**config.mk**
```make
export PLATFORM = sky130hd
export DESIGN_NAME = serial_operand_tx_flat
export DESIGN_NICKNAME = d
export VERILOG_FILES = /design/src/rtl/serial_operand_tx_pkg.sv /design/src/rtl/serial_operand_tx_if.sv /design/src/rtl/serial_operand_tx_bit_counter.sv /design/src/rtl/serial_operand_tx.sv /design/src/flat_wrapper.sv
export SDC_FILE = /design/constraint.sdc
export NUM_CORES = 1
export LEC_CHECK = 0
export ABC_AREA = 1
export CAP_MARGIN = 20
export CORE_UTILIZATION = 40
export CTS_BUF_LIST = sky130_fd_sc_hd__clkbuf_4 sky130_fd_sc_hd__clkbuf_8
export DETAILED_ROUTE_END_ITERATION = 8
export PLACE_DENSITY = 0.77
export SYNTH_ARGS = -nofsm -noshare
export SYNTH_HDL_FRONTEND = slang
export SYNTH_HIERARCHICAL = 1
export SYNTH_SLANG_ARGS = --single-unit
```
**constraint.sdc**
```tcl
create_clock -name clk -period 3.3 [get_ports clk]
set_input_delay 0.99 -clock clk [delete_from_list [all_inputs] [get_ports clk]]
set_output_delay 0.99 -clock clk [all_outputs]
set_load 0.02 [all_outputs]
```
**src/rtl/serial_operand_tx_pkg.sv**
```systemverilog
// Shared definitions for the bit-serial operand path: FSM state encoding
// and the bit-counter width helper (also used by the result shift register).
package serial_operand_tx_pkg;

   typedef enum logic {
      ST_IDLE  = 1'b0,
      ST_SHIFT = 1'b1
   } state_e;

   // Width of a counter that indexes bits 0..width-1
   function automatic int cnt_w(input int width);
      return (width < 2) ? 1 : $clog2(width);
   endfunction

endpackage

```
**src/rtl/serial_operand_tx_if.sv**
```systemverilog
// Load/advance handshake and serial bit outputs of the operand transmitter.
interface serial_operand_tx_if #(
   parameter int WIDTH = 8
);
   logic             start;
   logic [WIDTH-1:0] load_data;
   logic             rotate;
   logic             en;
   logic             ready;
   logic             bit_out;
   logic             bit_valid;
   logic             first_bit;
   logic             last_bit;
   logic             done;
   logic [WIDTH-1:0] q_out;

   // Side that loads words and strobes the serial stream
   modport master (
      output start, load_data, rotate, en,
      input  ready, bit_out, bit_valid, first_bit, last_bit, done, q_out
   );

   // The transmitter itself
   modport slave (
      input  start, load_data, rotate, en,
      output ready, bit_out, bit_valid, first_bit, last_bit, done, q_out
   );
endinterface

```
**src/rtl/serial_operand_tx_bit_counter.sv**
```systemverilog
// Bit index counter 0..WIDTH-1 with explicit wrap, so any WIDTH >= 2 works.
module serial_operand_tx_bit_counter
   import serial_operand_tx_pkg::*;
#(
   parameter  int WIDTH = 8,
   localparam int CNT_W = cnt_w(WIDTH)
) (
   input  logic             clk,
   input  logic             rst_n,
   input  logic             clr_i,
   input  logic             inc_i,
   output logic [CNT_W-1:0] cnt_o,
   output logic             at_zero_o,
   output logic             at_max_o
);

   localparam logic [CNT_W-1:0] CNT_MAX = CNT_W'(WIDTH - 1);

   logic [CNT_W-1:0] cnt_q;
   logic [CNT_W-1:0] cnt_d;

   // Next count: clear wins, increment wraps from the last index back to 0
   always_comb begin
      cnt_d = cnt_q;
      if (clr_i) begin
         cnt_d = '0;
      end else if (inc_i) begin
         cnt_d = (cnt_q == CNT_MAX) ? '0 : cnt_q + CNT_W'(1);
      end
   end

   // Count register
   always_ff @(posedge clk or negedge rst_n) begin
      if (!rst_n) begin
         cnt_q <= '0;
      end else begin
         cnt_q <= cnt_d;
      end
   end

   assign cnt_o     = cnt_q;
   assign at_zero_o = (cnt_q == '0);
   assign at_max_o  = (cnt_q == CNT_MAX);

endmodule

```
**src/rtl/serial_operand_tx.sv**
```systemverilog
// Parallel-to-serial operand source: loads a word and presents it LSB-first,
// one bit per enabled cycle, flagging the first and last bits for the ALU.
module serial_operand_tx
   import serial_operand_tx_pkg::*;
#(
   parameter int WIDTH = 8
) (
   input logic                clk,
   input logic                rst_n,
   serial_operand_tx_if.slave bus
);

   localparam int CNT_W = cnt_w(WIDTH);

   state_e           state_q;
   state_e           state_d;
   logic [WIDTH-1:0] shreg_q;
   logic [WIDTH-1:0] shreg_d;
   logic             rot_q;
   logic             rot_d;
   logic             done_q;
   logic             done_d;

   logic             accept;
   logic             consume;
   logic             at_zero;
   logic             at_max;
   // Bit index is decoded through at_zero/at_max; raw value kept for debug probing
   logic [CNT_W-1:0] cnt_dbg_unused;

   logic             ready_c;
   logic             valid_c;
   logic             first_c;
   logic             last_c;

   assign accept  = (state_q == ST_IDLE)  && bus.start;
   assign consume = (state_q == ST_SHIFT) && bus.en;

   serial_operand_tx_bit_counter #(
      .WIDTH (WIDTH)
   ) u_bit_counter (
      .clk       (clk),
      .rst_n     (rst_n),
      .clr_i     (accept),
      .inc_i     (consume),
      .cnt_o     (cnt_dbg_unused),
      .at_zero_o (at_zero),
      .at_max_o  (at_max)
   );

   // FSM state register
   always_ff @(posedge clk or negedge rst_n) begin
      if (!rst_n) begin
         state_q <= ST_IDLE;
      end else begin
         state_q <= state_d;
      end
   end

   // FSM next state: load on start, return to IDLE once the last bit is consumed
   always_comb begin
      state_d = state_q;
      case (state_q)
         ST_IDLE:  if (bus.start)          state_d = ST_SHIFT;
         ST_SHIFT: if (bus.en && at_max)   state_d = ST_IDLE;
         default:                          state_d = ST_IDLE;
      endcase
   end

   // FSM output decode
   always_comb begin
      ready_c = 1'b0;
      valid_c = 1'b0;
      first_c = 1'b0;
      last_c  = 1'b0;
      case (state_q)
         ST_IDLE:  ready_c = 1'b1;
         ST_SHIFT: begin
            valid_c = 1'b1;
            first_c = at_zero;
            last_c  = at_max;
         end
         default:  ready_c = 1'b1;
      endcase
   end

   // Datapath next state: load, shift right with rotate or zero fill, done strobe
   always_comb begin
      shreg_d = shreg_q;
      rot_d   = rot_q;
      done_d  = consume && at_max;
      if (accept) begin
         shreg_d = bus.load_data;
         rot_d   = bus.rotate;
      end else if (consume) begin
         shreg_d = {(rot_q ? shreg_q[0] : 1'b0), shreg_q[WIDTH-1:1]};
      end
   end

   // Datapath registers
   always_ff @(posedge clk or negedge rst_n) begin
      if (!rst_n) begin
         shreg_q <= '0;
         rot_q   <= 1'b0;
         done_q  <= 1'b0;
      end else begin
         shreg_q <= shreg_d;
         rot_q   <= rot_d;
         done_q  <= done_d;
      end
   end

   assign bus.ready     = ready_c;
   assign bus.bit_valid = valid_c;
   assign bus.first_bit = first_c;
   assign bus.last_bit  = last_c;
   assign bus.bit_out   = shreg_q[0];
   assign bus.done      = done_q;
   assign bus.q_out     = shreg_q;

endmodule

```
**src/flat_wrapper.sv**
```systemverilog
// flat-port wrapper written by rule: the top's interface ports become plain ports
module serial_operand_tx_flat import serial_operand_tx_pkg::*;
#(
   parameter int WIDTH = 8
)
  (clk, rst_n, bus_start, bus_load_data, bus_rotate, bus_en, bus_ready, bus_bit_out, bus_bit_valid, bus_first_bit, bus_last_bit, bus_done, bus_q_out);
  serial_operand_tx_if #(.WIDTH(WIDTH)) bus_i ();
  input logic clk;
  input logic rst_n;
  input wire logic [$bits(bus_i.start)-1:0] bus_start;
  input wire logic [$bits(bus_i.load_data)-1:0] bus_load_data;
  input wire logic [$bits(bus_i.rotate)-1:0] bus_rotate;
  input wire logic [$bits(bus_i.en)-1:0] bus_en;
  output wire logic [$bits(bus_i.ready)-1:0] bus_ready;
  output wire logic [$bits(bus_i.bit_out)-1:0] bus_bit_out;
  output wire logic [$bits(bus_i.bit_valid)-1:0] bus_bit_valid;
  output wire logic [$bits(bus_i.first_bit)-1:0] bus_first_bit;
  output wire logic [$bits(bus_i.last_bit)-1:0] bus_last_bit;
  output wire logic [$bits(bus_i.done)-1:0] bus_done;
  output wire logic [$bits(bus_i.q_out)-1:0] bus_q_out;
  assign bus_i.start = bus_start;
  assign bus_i.load_data = bus_load_data;
  assign bus_i.rotate = bus_rotate;
  assign bus_i.en = bus_en;
  assign bus_ready = bus_i.ready;
  assign bus_bit_out = bus_i.bit_out;
  assign bus_bit_valid = bus_i.bit_valid;
  assign bus_first_bit = bus_i.first_bit;
  assign bus_last_bit = bus_i.last_bit;
  assign bus_done = bus_i.done;
  assign bus_q_out = bus_i.q_out;
  serial_operand_tx #(.WIDTH(WIDTH)) u_core (.clk(clk), .rst_n(rst_n), .bus(bus_i));
endmodule
```
After elaboration in Yosys (flattened, before gate mapping)
Index checks and enable logic that the tools add are counted.
- add/sub/neg operators: 1
- eq/ne operators: 1
- mux-type cells: 13
- bitwise gates (word level): 1
- reductions and logical operators: 6
- operator list (operator ; count):
    $mux W8 ; 2
    $mux W3 ; 3
    $mux W1 ; 7
    $logic_and A1 B1 Y1 ; 4
    $add A3 B1 Y3 const B ; 1
    $eq A3 B3 Y1 const B ; 1
    $logic_not A3 Y1 ; 1
    $pmux W1 S2 ; 1
    $reduce_bool A2 Y1 ; 1
    $not A1 Y1 ; 1
- bits in registers: 14
- word-level logic and storage cells: 27

Logic depth before layout (Yosys ltp)
Gate-level depths: netlist of the first run.
- depth after elaboration: 4
- mapped depth: 6

Modules after synthesis
Netlist of the first run, hierarchy kept.
- by module, submodules not included (module ; times used ; cells an instance ; area an instance (um^2) ; sequential area each (um^2)):
    serial_operand_tx ; 1 ; 87 ; 600.6 ; 275.3
    serial_operand_tx_bit_counter ; 1 ; 23 ; 182.7 ; 75.1

Least setup slack after synthesis of the first run
OpenSTA, ideal clock, no wires.
- kind: flip-flop to output port
- start point: reg u_core.u_bit_counter.cnt_q[0], in the netlist u_core/u_bit_counter/cnt_o[0]
- end point: out bus_last_bit
- arrival: 0.949 ns
- data required time: 2.310 ns
- slack: 1.361 ns
- stages on the path, launching flop included: 5
- path buffers: 0
- path through: dfrtp_1 -> ha_1 -> ha_1 -> nand2_1 -> inv_1
- cells in the longest elaborated chain, start to end: 2
- RTL lines (what ; line ; text):
    start: declaration ; serial_operand_tx_bit_counter.sv:19 ; logic [CNT_W-1:0] cnt_q;
    start signal: assignment ; serial_operand_tx_bit_counter.sv:37 ; cnt_q <= cnt_d;
    $eq A3 B3 Y1 ; serial_operand_tx_bit_counter.sv:43 ; assign at_max_o = (cnt_q == CNT_MAX);
    via u_core.at_max ; serial_operand_tx.sv:27 ; logic at_max;
    $mux W1 ; serial_operand_tx.sv:76 ; case (state_q)
    end: declaration ; flat_wrapper.sv:18 ; output wire logic [$bits(bus_i.last_bit)-1:0] bus_last_bit;
The timed path passes the listed nets, and every way through them passes these cells.

Final worst setup path of the first run
Ends and elaborated chain as after synthesis.

==> results_dict.tcl, run 1 <==
set metrics [dict create \
    use_met3_pct 3.53 \
    remaining_drc_errors 0 \
    routedWlPerCell_um 9.98 \
    seq_area_frac_synth_pct 44.7 \
    die_h_um 46.3 \
    fmax_ghz 0.365 \
    grt_pass1_vias 632 \
    leakage_uw 0.000587 \
    crit_path_end_kind "output pin" \
    use_met2_pct 29.3 \
    gr-max-usage-layer "met2" \
    yosysUniqueCellTypes 15 \
    viasPerCell 4.44 \
    p_sw_uw 329 \
    cts_tree "built" \
    dieArea_mm2 0.00214 \
    clkPwrFrac_pct 15.1 \
    cts_made_buffers 3 \
    rows 15 \
    layout.nets 155 \
    finalCritPeriodShare_pct 83.0 \
    numPortBuffers 26 \
    io_pins 27 \
    netlist_area_um2 783 \
    yosysTopAreaCell "dfrtp_1" \
    maxCapViolations 0 \
    synth_fp_nets 126 \
    die_x_um 46.3 \
    min_period_ns 2.74 \
    num_vias 723 \
    syn2layout_area_growth_pct 39.5 \
    core_area_mm2 0.00178 \
    worst-endpoint-required_ns 2.31 \
    p_sw_share_pct 40.0 \
    cp_slowest_cell "clkdlybuf4s50_1" \
    fill_cells 163 \
    rsz0062_at_grt "no" \
    n_antenna_cell 0 \
    synthCells 110 \
    multi_input_area_um2 315 \
    antenna_found_initial 0 \
    ys_seq_elements 14 \
    holdWs_ns 0.505 \
    initial_core_util_pct 43.9 \
    yosysWarnings 6 \
    p_per_area_mw_per_mm2 753 \
    cts_num_sinks 14 \
    crit_family "buffers and inverters" \
    setup_tns_ns 0 \
    grt_overflow_total 0 \
    start_kind "register" \
    min_path_type "register to register" \
    cts_resized 0 \
    dr.first_iter.drc_count 9 \
    outcome "completed" \
    dr.pass1.iters 4 \
    setup_viol 0 \
    internal-power_uw 493 \
    ant_nets 0 \
    critical_path.most_common_cell "ha_1" \
    grtUsageTotal_pct 18.0 \
    drv_slew 0 \
    worst-path-max-fanout 4 \
    postCtsSetupBuffers 0 \
    ir_drop_v 0.000356 \
    finalClockSkew_ns 0.000276 \
    grt_max_degree 15 \
    grt_pass1_wl_mm 2.66 \
    synth_top_area_share_pct 44.7 \
    grt_util_met1_pct 22.7 \
    htree_levels 1 \
    wl_mm 1.63 \
    place_ws_ns 0.861 \
    clk_pin_slew_ns 0.09 \
    setup_slack_ns 0.560 \
    path_buf_inv 2 \
    seq_area_um2 350 \
    final_cell_mix "nand2_1 (43), clkdlybuf4s50_1 (26), inv_1 (24)" \
    power_frac_comb_pct 48.6 \
    worstSetupPathType "register to output pin" \
    maxSlewHeadroom_pct 57.5 \
    placed_cell_area_mm2 0.00106 \
    utilization_pct 61.3 \
    clkLatencyLatePin_ns 0.27 \
    finalHoldViolations 0 \
    crit_path_max_incr_delay_ns 0.52 \
    max_slew.worst_pin.slew_ns 0.636 \
    fin_area_mm2 0.00109 \
    drive_above_1_share_pct 7.97 \
    synth_area_leaders "dfrtp_1 (45%), nand2_1 (21%), inv_1 (12%)" \
    clockRootBuffer "clkbuf_4" \
    cts_hold_buf 0 \
    final_common_cell "nand2_1" \
    seqPwrFrac_pct 36.3 \
    place_hpwl_mm 1.15 \
    routabilityCongestion 0.721 \
    synth_area_per_cell_um2 7.12 \
    path_cells "ha_1 > ha_1 > nand2_1 > inv_1 > clkdlybuf4s50_1" \
    cts_buffer_depth 2 \
    critical_path_arrival_ns 1.75 \
]
final timing paths:
path | startpoint | end | slack [ns] | depth (start not counted)
setup / recovery | u_core/u_bit_counter/cnt_o[0] | bus_last_bit | 0.56 | 5
hold / removal | u_core/rot_q | u_core/rot_q | 0.50 | 2
setup reg to reg | u_core/state_q | u_core/u_bit_counter/cnt_o[0] | 2.04 | 4
hold reg to reg | u_core/rot_q | u_core/rot_q | 0.50 | 2
max in group asynchronous | rst_n | u_core/bus.q_out[0] | 1.79 | 1
min in group asynchronous | rst_n | u_core/bus.q_out[3] | 1.10 | 1
metrics by stage:
stage,instances,power (uW)
detailed placement,159,703
global placement,159,692
global route,163,894
CTS,163,828
floorplan,110,533
finish,163,822
state kept, by name, summed over array words and instances (netlist names):
register and count:
u_core/u_bit_counter/cnt_o 3, u_core/rot_q 1, u_core/bus.q_out 8, u_core/bus.done 1, u_core/state_q 1
metal layers:
layer | part of all wire [%] | vias up
li1 | - | 375
met1 | 46 | 328
met2 | 48 | 18
met3 | 4.1 | 2
met4 | 1.2 | 0
met5 | 0 | -
cell type report:
class | instances | share of cell area [%]
tap | 25 | 2.86
clock buffer | 4 | 3.32
inverter | 26 | 9.05
timing repair buffer | 26 | 23.8
sequential | 14 | 32.1
multi-input combinational | 68 | 28.9
power by group through the flow:
stage | sequential [uW] | combinational, uW | clock (uW)
2_1_floorplan | 346 | 187 | 0
3_3_place_gp | 298 | 394 | 0
3_5_place_dp | 301 | 402 | 0
4_1_cts | 298 | 404 | 126
5_1_grt | 307 | 449 | 137
6_report | 299 | 399 | 124
tightest hold or removal path, delay by kind of cell (launching register included):
family | cells | cell delay, ns
DFF | 1 | 0.37
and+or+nand+nor | 2 | 0.11
synthesized netlist by cell type:
cell type   n
a21oi_1     1
nand2_2     2
clkinv_2    1
inv_1      24
o21ai_1     7
inv_2       1
buf_6       1
nor2_1      4
nand2_1    43
ha_1        3
buf_4       1
nand3_1     5
dfrtp_1    14
nor2_2      2
nand2_4     1
cell families after synthesis:
| group | synth area share [%] |
|---|---|
| compound gates | 5.11 |
| fa+ha+maj | 4.79 |
| buf+inv | 15.0 |
| flops | 44.7 |
| simple gates | 30.3 |
Power figures use the tool's default switching activity.
==> inputs of run 2 (changes only) <==
--- a/config.mk
+++ b/config.mk
@@ -10,7 +10,7 @@
 export CORE_UTILIZATION = 40
 export CTS_BUF_LIST = sky130_fd_sc_hd__clkbuf_4 sky130_fd_sc_hd__clkbuf_8
 export DETAILED_ROUTE_END_ITERATION = 8
-export PLACE_DENSITY = 0.77
+export PLACE_DENSITY = 0.8
 export SYNTH_ARGS = -nofsm -noshare
 export SYNTH_HDL_FRONTEND = slang
 export SYNTH_HIERARCHICAL = 1
==> constraint.sdc (replaced) <==
create_clock -name clk -period 2.2 [get_ports clk]
set_input_delay 0.66 -clock clk [delete_from_list [all_inputs] [get_ports clk]]
set_output_delay 0.66 -clock clk [all_outputs]
set_load 0.02 [all_outputs]
==> run 2 against run 1 <==
Against the previous run: via count decreased by 0.14%; global-route usage is 1.5 points lower; count of clock-buffer cells in the layout shrank 1; routed wire length shrank 2.8%; core utilization decreased by 0.70 points; worst setup slack lost 0.48 ns; combinational power rose by 50%; first-iteration DRC count is 44% higher; clock power grew 10%; sequential share of layout area increased by 0.37 points; non-clock buffer count grew 1; critical path depth down 3; highest routed layer unchanged.
==> results_dict.tcl, run 2 (same netlist as run 1, synthesis figures left out) <==
set metrics [dict create \
    clkLatencyLatePin_ns 0.27 \
    worst-endpoint-required_ns 1.54 \
    cp-endpoint "bus_ready" \
    worstReg2RegEnd "u_core/u_bit_counter/cnt_o[1]" \
    internal-power_uw 697 \
    clk_pin_slew_ns 0.08 \
    worstReg2RegStart "u_core/u_bit_counter/cnt_o[0]" \
    fill_cells 153 \
    power_frac_comb_pct 50.7 \
    dr.first_iter.drc_count 13 \
    layout.nets 156 \
    min_path_type "register to register" \
    p_sw_share_pct 40.9 \
    grtUsageTotal_pct 16.6 \
    grt_pass1_vias 575 \
    setup_viol 0 \
    r2r_cells 5 \
    antenna_found_initial 0 \
    die_h_um 46.3 \
    finalHoldViolations 0 \
    dr.pass1.iters 4 \
    postCtsSetupBuffers 0 \
    path_buf_inv 2 \
    p_sw_uw 481 \
    cts_tree "built" \
    rows 15 \
    clkPwrFrac_pct 11.6 \
    maxCapViolations 0 \
    drive_above_1_share_pct 8.70 \
    die_x_um 46.3 \
    crit_path_end_kind "output pin" \
    clockRootBuffer "clkbuf_4" \
    remaining_drc_errors 0 \
    place_hpwl_mm 1.19 \
    outcome "completed" \
    num_vias 722 \
    syn2layout_area_growth_pct 37.9 \
    cts_num_sinks 14 \
    critical_path_arrival_ns 1.46 \
    setup_tns_ns 0 \
    leakage_uw 0.000590 \
    grt_pass1_wl_mm 2.40 \
    utilization_pct 60.6 \
    grt_max_degree 15 \
    io_pins 27 \
    worst-path-max-fanout 6 \
    crit_family "buffers and inverters" \
    p_per_area_mw_per_mm2 1090 \
    cp-startpoint "u_core/state_q" \
    final_common_cell "nand2_1" \
    grt_overflow_total 0 \
    finalClockSkew_ns 0.00100 \
    start_kind "register" \
    maxSlewHeadroom_pct 59.4 \
    path_depth 2 \
    cp_slowest_cell "clkdlybuf4s50_1" \
    power_uw 1180 \
    routedWlPerCell_um 9.70 \
    htree_levels 1 \
    numPortBuffers 26 \
    path_cells "inv_2 > clkdlybuf4s50_1" \
    initial_core_util_pct 43.9 \
    drv_slew 0 \
    rrSetupSlack_ns 0.99 \
    final_cell_mix "nand2_1 (43), clkdlybuf4s50_1 (24), inv_1 (24)" \
    ir_drop_v 0.000545 \
    seqPwrFrac_pct 37.6 \
    core_area_mm2 0.00178 \
    min_period_ns 2.12 \
    finalCritPeriodShare_pct 96.3 \
    largest_reg_flops 8 \
    min_from "u_core/rot_q" \
    cts_buffer_depth 2 \
    wl_mm 1.58 \
    n_antenna_cell 0 \
    routabilityCongestion 0.741 \
    rsz0062_at_grt "no" \
    viasPerCell 4.43 \
    max_slew.worst_pin.slew_ns 0.608 \
    cts_made_buffers 3 \
    fmax_ghz 0.472 \
    crit_path_max_incr_delay_ns 0.61 \
    dieArea_mm2 0.00214 \
    ant_nets 0 \
    worstSetupPathType "register to output pin" \
]
==> run 2: power by group through the flow <==
stage	registers [uW]	logic, uW	clock network (uW)
3_3_place_gp	446	592	0
3_5_place_dp	448	607	0
5_1_grt	457	661	154
4_1_cts	444	606	143
6_report	443	598	137
2_1_floorplan	520	280	0
==> run 2: area by class of cell <==
cell class | instances | area, um^2 | share of cell area [%]
tap | 25 | 31.3 | 2.90
multi-input combinational | 68 | 315 | 29.2
inverter | 26 | 98.8 | 9.15
clock buffer | 3 | 22.5 | 2.09
timing repair buffer | 27 | 262 | 24.2
sequential | 14 | 350 | 32.4
==> run 2: tightest hold or removal path, cell delays in order (launching register included) <==
cell and delay (ns):
dfrtp_1 0.35, nand2_1 0.06, nand2_1 0.06
==> run 2: worst min-delay path by stage <==
stage                            endpoint  slack (ns)  cells after the start
after floorplan           u_core/bus.done        0.36                      0
after CTS                    u_core/rot_q        0.49                      2
final                        u_core/rot_q        0.49                      2
after detailed placement     u_core/rot_q        0.47                      2
after global placement       u_core/rot_q        0.46                      2
after global routing         u_core/rot_q        0.50                      2
==> run 2: per-stage QoR <==
step / setup slack, ns / std cells / cell area (um^2) / hold WS [ns]
after floorplan: 0.591 / 110 / 783 / 0.364
after global placement: 0.122 / 160 / 1060 / 0.462
after detailed placement: 0.0836 / 160 / 1060 / 0.466
after CTS: 0.00369 / 163 / 1080 / 0.486
after global routing: 0.0112 / 163 / 1080 / 0.503
final: 0.0823 / 163 / 1080 / 0.490
==> run 2: metal layers <==
| layer | routed length (um) | share of wire [%] | vias up | global-route usage, % |
|---|---|---|---|---|
| met5 | 0 | 0 | - | 0 |
| met4 | 49 | 3.1 | 0 | 12.4 |
| met3 | 77 | 4.9 | 4 | 2.35 |
| met2 | 731 | 46 | 26 | 26.5 |
| met1 | 722 | 46 | 316 | 20.0 |
| li1 | - | - | 376 | - |
==> run 2: what timing repair did <==
action / 4_1_cts / 5_1_grt
endpoints found under the hold margin: 0 / 0
endpoints found under the setup margin: 2 / 1
hold buffers: 0 / 0
resized for setup: 3 / 1
